===== config.mk =====
export PLATFORM = sky130hd
export DESIGN_NAME = if_stage
export DESIGN_NICKNAME = d
export VERILOG_FILES = /design/src/rtl/if_stage.sv
export SDC_FILE = /design/constraint.sdc
export NUM_CORES = 1
export LEC_CHECK = 0
export CORE_ASPECT_RATIO = 1.25
export CORE_MARGIN = 2
export CORE_UTILIZATION = 48
export DETAILED_ROUTE_END_ITERATION = 8
export PLACE_DENSITY_LB_ADDON = 0.08
export SLEW_MARGIN = 0
export SYNTH_ARGS = -nofsm -noshare
export SYNTH_HDL_FRONTEND = slang
export SYNTH_SLANG_ARGS = --single-unit

===== constraint.sdc =====
create_clock -name clk -period 2 [get_ports clk]
set_input_delay 0.6 -clock clk [delete_from_list [all_inputs] [get_ports clk]]
set_output_delay 0.6 -clock clk [all_outputs]
set_load 0.05 [all_outputs]

===== src/rtl/if_stage.sv =====
// Instruction fetch stage: drives the instruction SRAM and feeds the IF/ID
// registers, with stall hold, memory-port arbitration and branch squash.
module if_stage #(
  parameter logic [15:0] NOP_WORD = 16'h0800,
  parameter logic [15:0] RESET_PC = 16'h0000
) (
  input  logic        clk,
  input  logic        rst,
  input  logic        stall,
  input  logic        memBusy,
  input  logic        branchTaken,
  input  logic [15:0] branchTarget,
  output logic        instrReq,
  output logic [15:0] instrAddr,
  input  logic        instrReady,
  input  logic [15:0] instrData,
  output logic [15:0] instr,
  output logic [15:0] pcOut,
  output logic [15:0] pcPlus1
);

  typedef enum logic [1:0] {BOOT, FETCH, WAIT, HOLD} state_t;

  state_t      state_q;
  logic [15:0] pc_q, instr_q, pcout_q, pcplus1_q;
  logic [15:0] hold_word_q, hold_pc_q;
  logic        squash_q;
  logic [15:0] pc_inc, hold_inc;

  assign pc_inc   = pc_q + 16'd1;
  assign hold_inc = hold_pc_q + 16'd1;

  // A squashed request keeps presenting its original address until the
  // stale word arrives; hold_pc_q carries that address while in WAIT.
  assign instrAddr = squash_q ? hold_pc_q : pc_q;
  assign instr     = instr_q;
  assign pcOut     = pcout_q;
  assign pcPlus1   = pcplus1_q;

  always_comb begin
    instrReq = 1'b0;
    case (state_q)
      FETCH:   instrReq = !memBusy && !stall;
      WAIT:    instrReq = 1'b1;
      default: instrReq = 1'b0;
    endcase
  end

  always_ff @(posedge clk or negedge rst) begin
    if (!rst) begin
      state_q     <= BOOT;
      pc_q        <= RESET_PC;
      instr_q     <= NOP_WORD;
      pcout_q     <= RESET_PC;
      pcplus1_q   <= RESET_PC + 16'd1;
      hold_word_q <= 16'h0000;
      hold_pc_q   <= 16'h0000;
      squash_q    <= 1'b0;
    end else begin
      case (state_q)
        BOOT: state_q <= FETCH;

        FETCH: begin
          if (branchTaken) begin
            pc_q    <= branchTarget;
            instr_q <= NOP_WORD;
          end else if (stall) begin
            state_q <= FETCH;
          end else if (memBusy) begin
            instr_q <= NOP_WORD;
          end else if (instrReady) begin
            instr_q   <= instrData;
            pcout_q   <= pc_q;
            pcplus1_q <= pc_inc;
            pc_q      <= pc_inc;
          end else begin
            instr_q <= NOP_WORD;
            state_q <= WAIT;
          end
        end

        WAIT: begin
          if (branchTaken) begin
            pc_q    <= branchTarget;
            instr_q <= NOP_WORD;
            if (instrReady) begin
              squash_q <= 1'b0;
              state_q  <= FETCH;
            end else begin
              squash_q <= 1'b1;
              if (!squash_q) hold_pc_q <= pc_q;
            end
          end else if (instrReady) begin
            squash_q <= 1'b0;
            state_q  <= FETCH;
            if (squash_q) begin
              if (!stall) instr_q <= NOP_WORD;
            end else if (stall) begin
              hold_word_q <= instrData;
              hold_pc_q   <= pc_q;
              state_q     <= HOLD;
            end else begin
              instr_q   <= instrData;
              pcout_q   <= pc_q;
              pcplus1_q <= pc_inc;
              pc_q      <= pc_inc;
            end
          end else if (!stall) begin
            instr_q <= NOP_WORD;
          end
        end

        HOLD: begin
          if (branchTaken) begin
            pc_q    <= branchTarget;
            instr_q <= NOP_WORD;
            state_q <= FETCH;
          end else if (!stall) begin
            instr_q   <= hold_word_q;
            pcout_q   <= hold_pc_q;
            pcplus1_q <= hold_inc;
            pc_q      <= hold_inc;
            state_q   <= FETCH;
          end
        end

        default: state_q <= BOOT;
      endcase
    end
  end

endmodule


==> results of run 1 <==
[worst max-delay path: stages (launching register included)]
cell     delay (ns)
dfrtp_1        0.40
inv_2          0.08
ha_4           0.13
inv_2          0.04
or3_4          0.37
a21oi_4        0.15
buf_12         0.15
[kinds of logic (layout without fill, tap and decap cells)]
kind of cell             Yosys count  after routing
AO/OA/AOI/OAI                    115            115
XOR/XNOR                          20             20
AND/OR/NAND/NOR                  161            162
multiplexers                      79             79
buffers and inverters             52            214
adder cells (fa/ha/maj)            6              6
flip-flops                        99             99
[registers in the layout (all words and copies together) (netlist names)]
register	flops
instr	16
pcPlus1	16
state_q	2
hold_word_q	16
pc_q	16
squash_q	1
pcOut	16
hold_pc_q	16
[power by group through the flow]
stage	combinational, mW	clock, mW	sequential (mW)
CTS	8.63	1.82	3.53
finish	9.25	1.79	3.55
floorplan	4.01	0	4.47
global route	9.74	1.90	3.65
global placement	7.85	0	3.52
detailed placement	7.96	0	3.56
[placed cells by master, fill, tap and decap left out, drive strengths merged, types with 3 or more instances in the layout]
| cell | count |
|---|---|
| buf | 152 |
| dfrtp | 97 |
| nand2 | 70 |
| o21ai | 53 |
| mux2 | 52 |
| clkdlybuf4s50 | 34 |
| mux2i | 27 |
| nor2 | 22 |
| a22oi | 15 |
| a21oi | 15 |
| xor2 | 13 |
| nand4 | 12 |
| nand3 | 12 |
| inv | 12 |
| clkbuf | 11 |
| a31oi | 10 |
| nor4 | 8 |
| and4 | 7 |
| xnor2 | 7 |
| nand2b | 7 |
| ha | 6 |
| nor3 | 4 |
| a21o | 4 |
| o211ai | 3 |
| and3 | 3 |
| o311a | 3 |
| and2 | 3 |
| o21a | 3 |
| nor4b | 3 |
[final cells by class]
cell class / instances / area [µm²] / area share (%)
clock buffer: 10 / 239 / 3.08
clock inverter: 6 / 66.3 / 0.855
inverter: 9 / 37.5 / 0.484
multi-input combinational: 382 / 2980 / 38.4
sequential: 99 / 2480 / 32.0
tap: 135 / 169 / 2.18
timing repair buffer: 189 / 1780 / 23.0
[metal layers]
layer,GRT usage (%),share of wire (%),vias up
met1,30.9,40,2392
met2,48.8,54,139
met5,0,0,-
met4,11.9,3.0,0
li1,-,-,2222
met3,3.64,3.9,32
[per-stage QoR]
stage / cells / setup WS, ns / area (µm²) / power, mW
finish: 830 / -0.267 / 7760 / 14.6
global route: 830 / -0.317 / 7760 / 15.3
floorplan: 532 / 0.00743 / 5440 / 8.48
detailed placement: 801 / -0.413 / 6920 / 11.5
CTS: 828 / -0.299 / 7490 / 14.0
global placement: 801 / -0.358 / 6920 / 11.4
[worst max path at each step]
stage                     startpoint        end  cells after the start
after floorplan           state_q[1]   instrReq                      5
after global placement         stall   instrReq                      4
after detailed placement       stall  instr[14]                      6
after CTS                 state_q[1]   instrReq                      6
after global routing      state_q[1]   instrReq                      6
final                     state_q[1]   instrReq                      6
[timing repair]
item | 4_1_cts | 5_1_grt
resized for setup | 46 | 81
pin swaps | 3 | 8
cloned | 3 | 1
setup endpoints to repair | 65 | 115
setup buffers | 8 | 4
hold endpoints to repair | 0 | 0
==> reports/summary.txt, run 1 <==
Setup Skew - 0.0111 ns
GRT Total Usage - 26.7%
Complex-gate fraction of the synthesized area - 13.7%
Max clock buf depth - 2
Yosys cell types - 57
Setup CP Type - register to output port
Starting Density - 49.0%
Status - finished with violations
Total internal power - 7.69 mW
Top FF cell, synth - dfrtp_1
Slew @ Worst Pin - 0.542 ns
TritonCTS Sinks - 99
Port bufs - 102
NetSw - 6.89 mW
Reg clk slew, reported paths - 0.07 ns
Clk_lat worst skew - 0.35 ns
Synthesis-to-finish area growth - 43.5%
Register bit total from synthesis - 99
Ratio of cells with drive above 1 in the final layout - 41.4%
Root Buffer - clkbuf_16
Ant diodes - 0
Final HPWL DP - 11200 µm
Simple-Gate Fraction of Synth Area - 15.4%
Part of the power in registers - 24.4%
RSZ-0062 raised after global routing - true
Gr ovfl total - 0
Pleak - 3.52 nW
Top post-synthesis cells by area - dfrtp_1, mux2_2, mux2i_1, nand2_1, o21ai_0
Mapped Avg Cell Area - 10.2 µm²
Critical path fanouts, max - 2
Switch share - 47.2%
# fillers - 815
Reg2Reg Depth - 8
Fin crit period - 2.27 ns
RePlAce Congestion - 0.888
Mapped Nets - 576
Htree depth - 3
Yosys warns - 0
Worst R2R Start - state_q[1]
Maximum number of pins on one net before global-route repair - 100
Ports - 103
Crit. End Element - output port
Synth Area in XOR/XNOR - 3.24%
Reg2reg end - pc_q[1]
Hold_buf cts - 0
Avg WL per Cell - 19.7 µm
Logic pwr share - 63.4%
Slew margin rel. - 63.8%
TritonCTS buffer count - 9
Data arrival, critical path - 1.67 ns
Hold WC Path Type - input port to asynchronous set/reset pin
Core ar. - 0.0110 mm²
Die Height - 123 µm
Failing checks - negative setup slack
Setup violators final - 20
Die Width - 98.9 µm
Hold Worst Slack - 0.302 ns
Setup slack after layout - -0.267 ns
Mapped Cells - 532
Most frequent cell after synthesis - dfrtp_1
DRC viols - 0
Main combinational cell family by area after synthesis - multiplexers
Vias in the first global route - 4716
Antenna violations before repair - 0
First-pass GRT wire length - 25000 µm
Setup Total Neg Slack - -1.54 ns
Worst EP required - 1.40 ns
Mapped cell area - 0.00541 mm²
MaxCap Viol Count - 0
PD cells - 1880 mW/mm²
Adder-Cell Fraction of Synth Area - 1.39%
DR pass1 iterations - 5
Post-DRT Antenna Nets - 0
CTS tree - done
Clock network power share - 12.3%
DR vias - 4785
Max VDD drop - 1.04 mV
Max Fclk - 441 MHz
Nets@finish - 734
Post-synth EDFFs - 0
Vias per cell - 5.77
Async SR Flop Fraction - 100%
Area share of the largest cell type after synthesis - 44.9%
Synth top cells by count - dfrtp_1, nand2_1, mux2_2, o21ai_0, mux2i_1
Sequential element share of the synthesized area - 45.9%
Cell taking the most area after synthesis - dfrtp_1
Post-Route WL - 16300 µm
R2r setup slk - -0.06 ns
Period utilization - 113%
1st-iter DRT viols - 373
DIE AREA - 0.0121 mm²
Slew Viols, Final - 0
Num rows - 43
Final Util - 70.3%
Critical path startpoint category - register
Mux contribution to synthesized area - 15.8%
Hold Violations, Final - 0
Note: power is estimated with default switching activity, not from simulation.
==> inputs of run 2 (changes only) <==
--- a/config.mk
+++ b/config.mk
@@ -7,2 +7,3 @@
 export LEC_CHECK = 0
+export ABC_AREA = 1
 export CORE_ASPECT_RATIO = 1.25
==> constraint.sdc (replaced) <==
create_clock -name clk -period 2 [get_ports clk]
set_input_delay 0.4 -clock clk [delete_from_list [all_inputs] [get_ports clk]]
set_output_delay 0.4 -clock clk [all_outputs]
set_load 0.05 [all_outputs]
==> run 2 against run 1 <==
- the run now ends clean
- total power is 3.1% higher
- clock-buffer cell count fell by 1
- synthesized cell count is 50% higher
- via count is 21% higher
- routed wire length rose by 6.3%
- non-clock buffer count shrank 38
- first-iteration DRC count is 6.2% lower
- clock power is 6% higher
- sequential cell count unchanged
- die area rose by 4.2%
- register-to-register slack better by 0.16 ns
- critical path type unchanged
- largest cell class unchanged
- highest routed layer unchanged
==> reports/summary.txt, run 2 <==
DRC viols - 0 (unchanged)
Final HPWL DP - 12900 µm (+15%)
Synth top cells by count - nand2_1, o21ai_0, dfrtp_1, nor2_1, inv_1
Placed insts - 1044 (+30%)
Delay of the slowest cell on the worst path - 0.82 ns (+0.42 ns)
Yosys warns - 0 (unchanged)
Period utilization - 97.8% (-16 points)
# Post-CTS Setup Buffers - 0 (-8)
Num rows - 44 (+2.3%)
GRT Total Usage - 29.0% (+2.4 points)
Avg WL per Cell - 16.4 µm (-17%)
Slew @ Worst Pin - 0.603 ns (+0.0606 ns)
Area share of the largest cell type after synthesis - 43.0% (-1.9 points)
Register bit total from synthesis - 99 (unchanged)
Post-synth EDFFs - 0 (unchanged)
Crit path launch - pcPlus1[7]
Worst EP required - 1.60 ns (+0.20 ns)
Top FF cell, synth - dfrtp_1
DR pass1 iterations - 5 (unchanged)
Critical path startpoint category - register
Mapped cell area - 0.00564 mm² (+4.3%)
Logic pwr share - 63.4% (about the same)
PD cells - 1950 mW/mm² (+3.5%)
Antenna violations before repair - 0 (unchanged)
Sequential element share of the synthesized area - 44.0% (-1.9 points)
Setup CP Type - register to output port
RePlAce Congestion - 0.914 (+2.9%)
1st-iter DRT viols - 350 (-6.2%)
Switch share - 50.3% (+3.0 points)
Vias per cell - 5.46 (-5.3%)
Die Height - 125 µm (+2.1%)
Status - completed
Reg clk slew, reported paths - 0.08 ns (about the same)
Starting Density - 48.8% (-0.23 points)
Max clock buf depth - 2 (unchanged)
Worst R2R Start - state_q[0]
Async SR Flop Fraction - 100% (unchanged)
Part of the power in registers - 24.0% (-0.4 points)
Total internal power - 7.48 mW (-2.8%)
Setup violators final - 0 (-100%)
Cell Count, Final, Fillers Out - 1062 (+28%)
Fin crit period - 1.96 ns (-0.310 ns)
Mapped Avg Cell Area - 7.09 µm² (-30%)
Critical path buffers and inverters - 1 (-2)
Top post-synthesis cells by area - dfrtp_1, nand2_1, o21ai_0, nand3_1, nor2_1
Ratio of cells with drive above 1 in the final layout - 12.7% (-29 points)
Maximum number of pins on one net before global-route repair - 35 (-65%)
Commonest non-fill, non-tap cell in the layout - nand2_1
Core ar. - 0.0116 mm² (+4.8%)
Post-Route WL - 17400 µm (+6.3%)
TritonCTS Sinks - 99 (unchanged)
TritonCTS buffer count - 9 (unchanged)
Hold Violations, Final - 0 (unchanged)
Data arrival, critical path - 1.56 ns (-0.11 ns)
Clk_lat worst skew - 0.35 ns (about the same)
Max VDD drop - 1.09 mV (+4.8%)
DIE AREA - 0.0126 mm² (+4.2%)
CTS tree - done
Most frequent cell after synthesis - nand2_1
Root Buffer - clkbuf_16
NetSw - 7.56 mW (+9.7%)
Crit path cell chain - clkdlybuf4s50_1
Yosys cell types - 34 (-40%)
Ant diodes - 0 (unchanged)
Mapped Cells - 796 (+50%)
DR vias - 5801 (+21%)
Crit. End Element - output port
Die Width - 101 µm (+2.1%)
Vias in the first global route - 5898 (+25%)
HP Start - pcOut[9]
Htree depth - 3 (unchanged)
Nets@finish - 963 (+31%)
Gr ovfl total - 0 (unchanged)
Cell taking the most area after synthesis - dfrtp_1
Clock network power share - 12.6% (+0.3 points)
Setup Skew - 0.0108 ns (-0.000262 ns)
Hold WC Path Type - register to register
Post-DRT Antenna Nets - 0 (unchanged)
Delay-heaviest family, CP - buffers and inverters
MaxCap Viol Count - 0 (unchanged)
Slew margin rel. - 59.8% (-4.0 points)
Synthesis-to-finish area growth - 36.9%
CP max-delay cell - clkdlybuf4s50_1
Setup Total Neg Slack - 0 ns (+1.54 ns)
Ports - 103 (unchanged)
Most frequent cells in the layout - nand2_1, dfrtp_1, o21ai_0
First-pass GRT wire length - 28800 µm (+15%)
Pleak - 3.67 nW (+4.3%)
Critical path fanouts, max - 2 (unchanged)
Slew Viols, Final - 0 (unchanged)
Max Fclk - 511 MHz (+16%)
Port bufs - 102 (unchanged)
Mapped Nets - 840 (+46%)
# fillers - 1044 (+28%)
run 2: cell count changes after synthesis, sizes merged, moves of 8 or more:
cell and change:
nor2 +45, nand3 +39, xor2 -10, nand2 +205, o211ai +13, buf -8, a22oi -14, o21ai +75
mux2 -52, mux2i -26, inv +57, nor4 -8
run 2: worst reg2reg max path: cells and delay by family, from the launching register on:
kind / cells / cell delay [ns]
buffers and inverters: 4 / 0.61
AOI/OAI and AO/OA: 1 / 0.07
and+or+nand+nor: 5 / 0.57
DFF: 1 / 0.40
adders and majority gates: 1 / 0.20
run 2: logic make-up (layout without fill, tap and decap cells):
| family | Yosys count | in the layout | share of synthesized area, % |
|---|---|---|---|
| and+or+nand+nor | 403 | 403 | 29.2 |
| AOI/OAI and AO/OA | 179 | 179 | 17.4 |
| buffers and inverters | 105 | 233 | 7.54 |
| DFF | 99 | 99 | 44.0 |
| adders and majority gates | 6 | 6 | 1.33 |
| xor gates and xnor gates | 3 | 3 | 0.466 |
| muxes | 1 | 1 | 0.177 |
run 2: final cells by class:
type                    count  area [µm²]  area share [%]
multi-input cells         592        2800            36.2
flip-flops and latches     99        2480            32.1
repair buffers            151        1710            22.1
inverters                  66         248            3.21
clock buffers               9         225            2.92
well taps                 138         173            2.24
clock inverters             7        96.3            1.25
run 2: worst paths after layout:
path | to | slack, ns | cells past startpoint
hold / removal | pcOut[9] | 0.48 | 2
max in group asynchronous | pcPlus1[0] | 0.86 | 3
setup / recovery | pcPlus1[7] | 0.04 | 1
hold reg to reg | pcOut[9] | 0.48 | 2
setup reg to reg | pc_q[15] | 0.10 | 11
min in group asynchronous | hold_pc_q[14] | 0.52 | 2
run 2: timing repair:
| item | 4_1_cts | 5_1_grt |
|---|---|---|
| endpoints found under the hold margin | 16 | 0 |
| hold buffers | 1 | 0 |
| cloned | 1 | 0 |
| endpoints found under the setup margin | 18 | 48 |
| gates resized for setup | 5 | 16 |
run 2: power groups by stage:
stage,registers [mW],clock network [mW],logic (mW)
finish,3.62,1.89,9.53
global route,3.72,2.00,10.3
CTS,3.60,1.90,9.48
detailed placement,3.63,0,9.37
global placement,3.60,0,9.24
floorplan,4.81,0,4.25
run 2: per-stage QoR:
stage	hold slack [ns]	total power, mW	setup WS (ns)	utilization, %	instance area, µm²
2_1_floorplan	0.104	9.06	-0.238	-	5650
3_3_place_gp	0.359	12.8	-0.252	63.1	7300
3_5_place_dp	0.365	13.0	-0.305	63.1	7300
4_1_cts	0.481	15.0	-0.00933	66.5	7680
5_1_grt	0.513	16.0	-0.00575	66.8	7720
6_report	0.479	15.0	0.0438	66.8	7720
run 2: metal layers:
layer  routed length, µm  GRT usage (%)
met1                6710           33.8
met2                9150           52.0
met3                 774           4.64
met4                 749           12.5
met5                   0              0
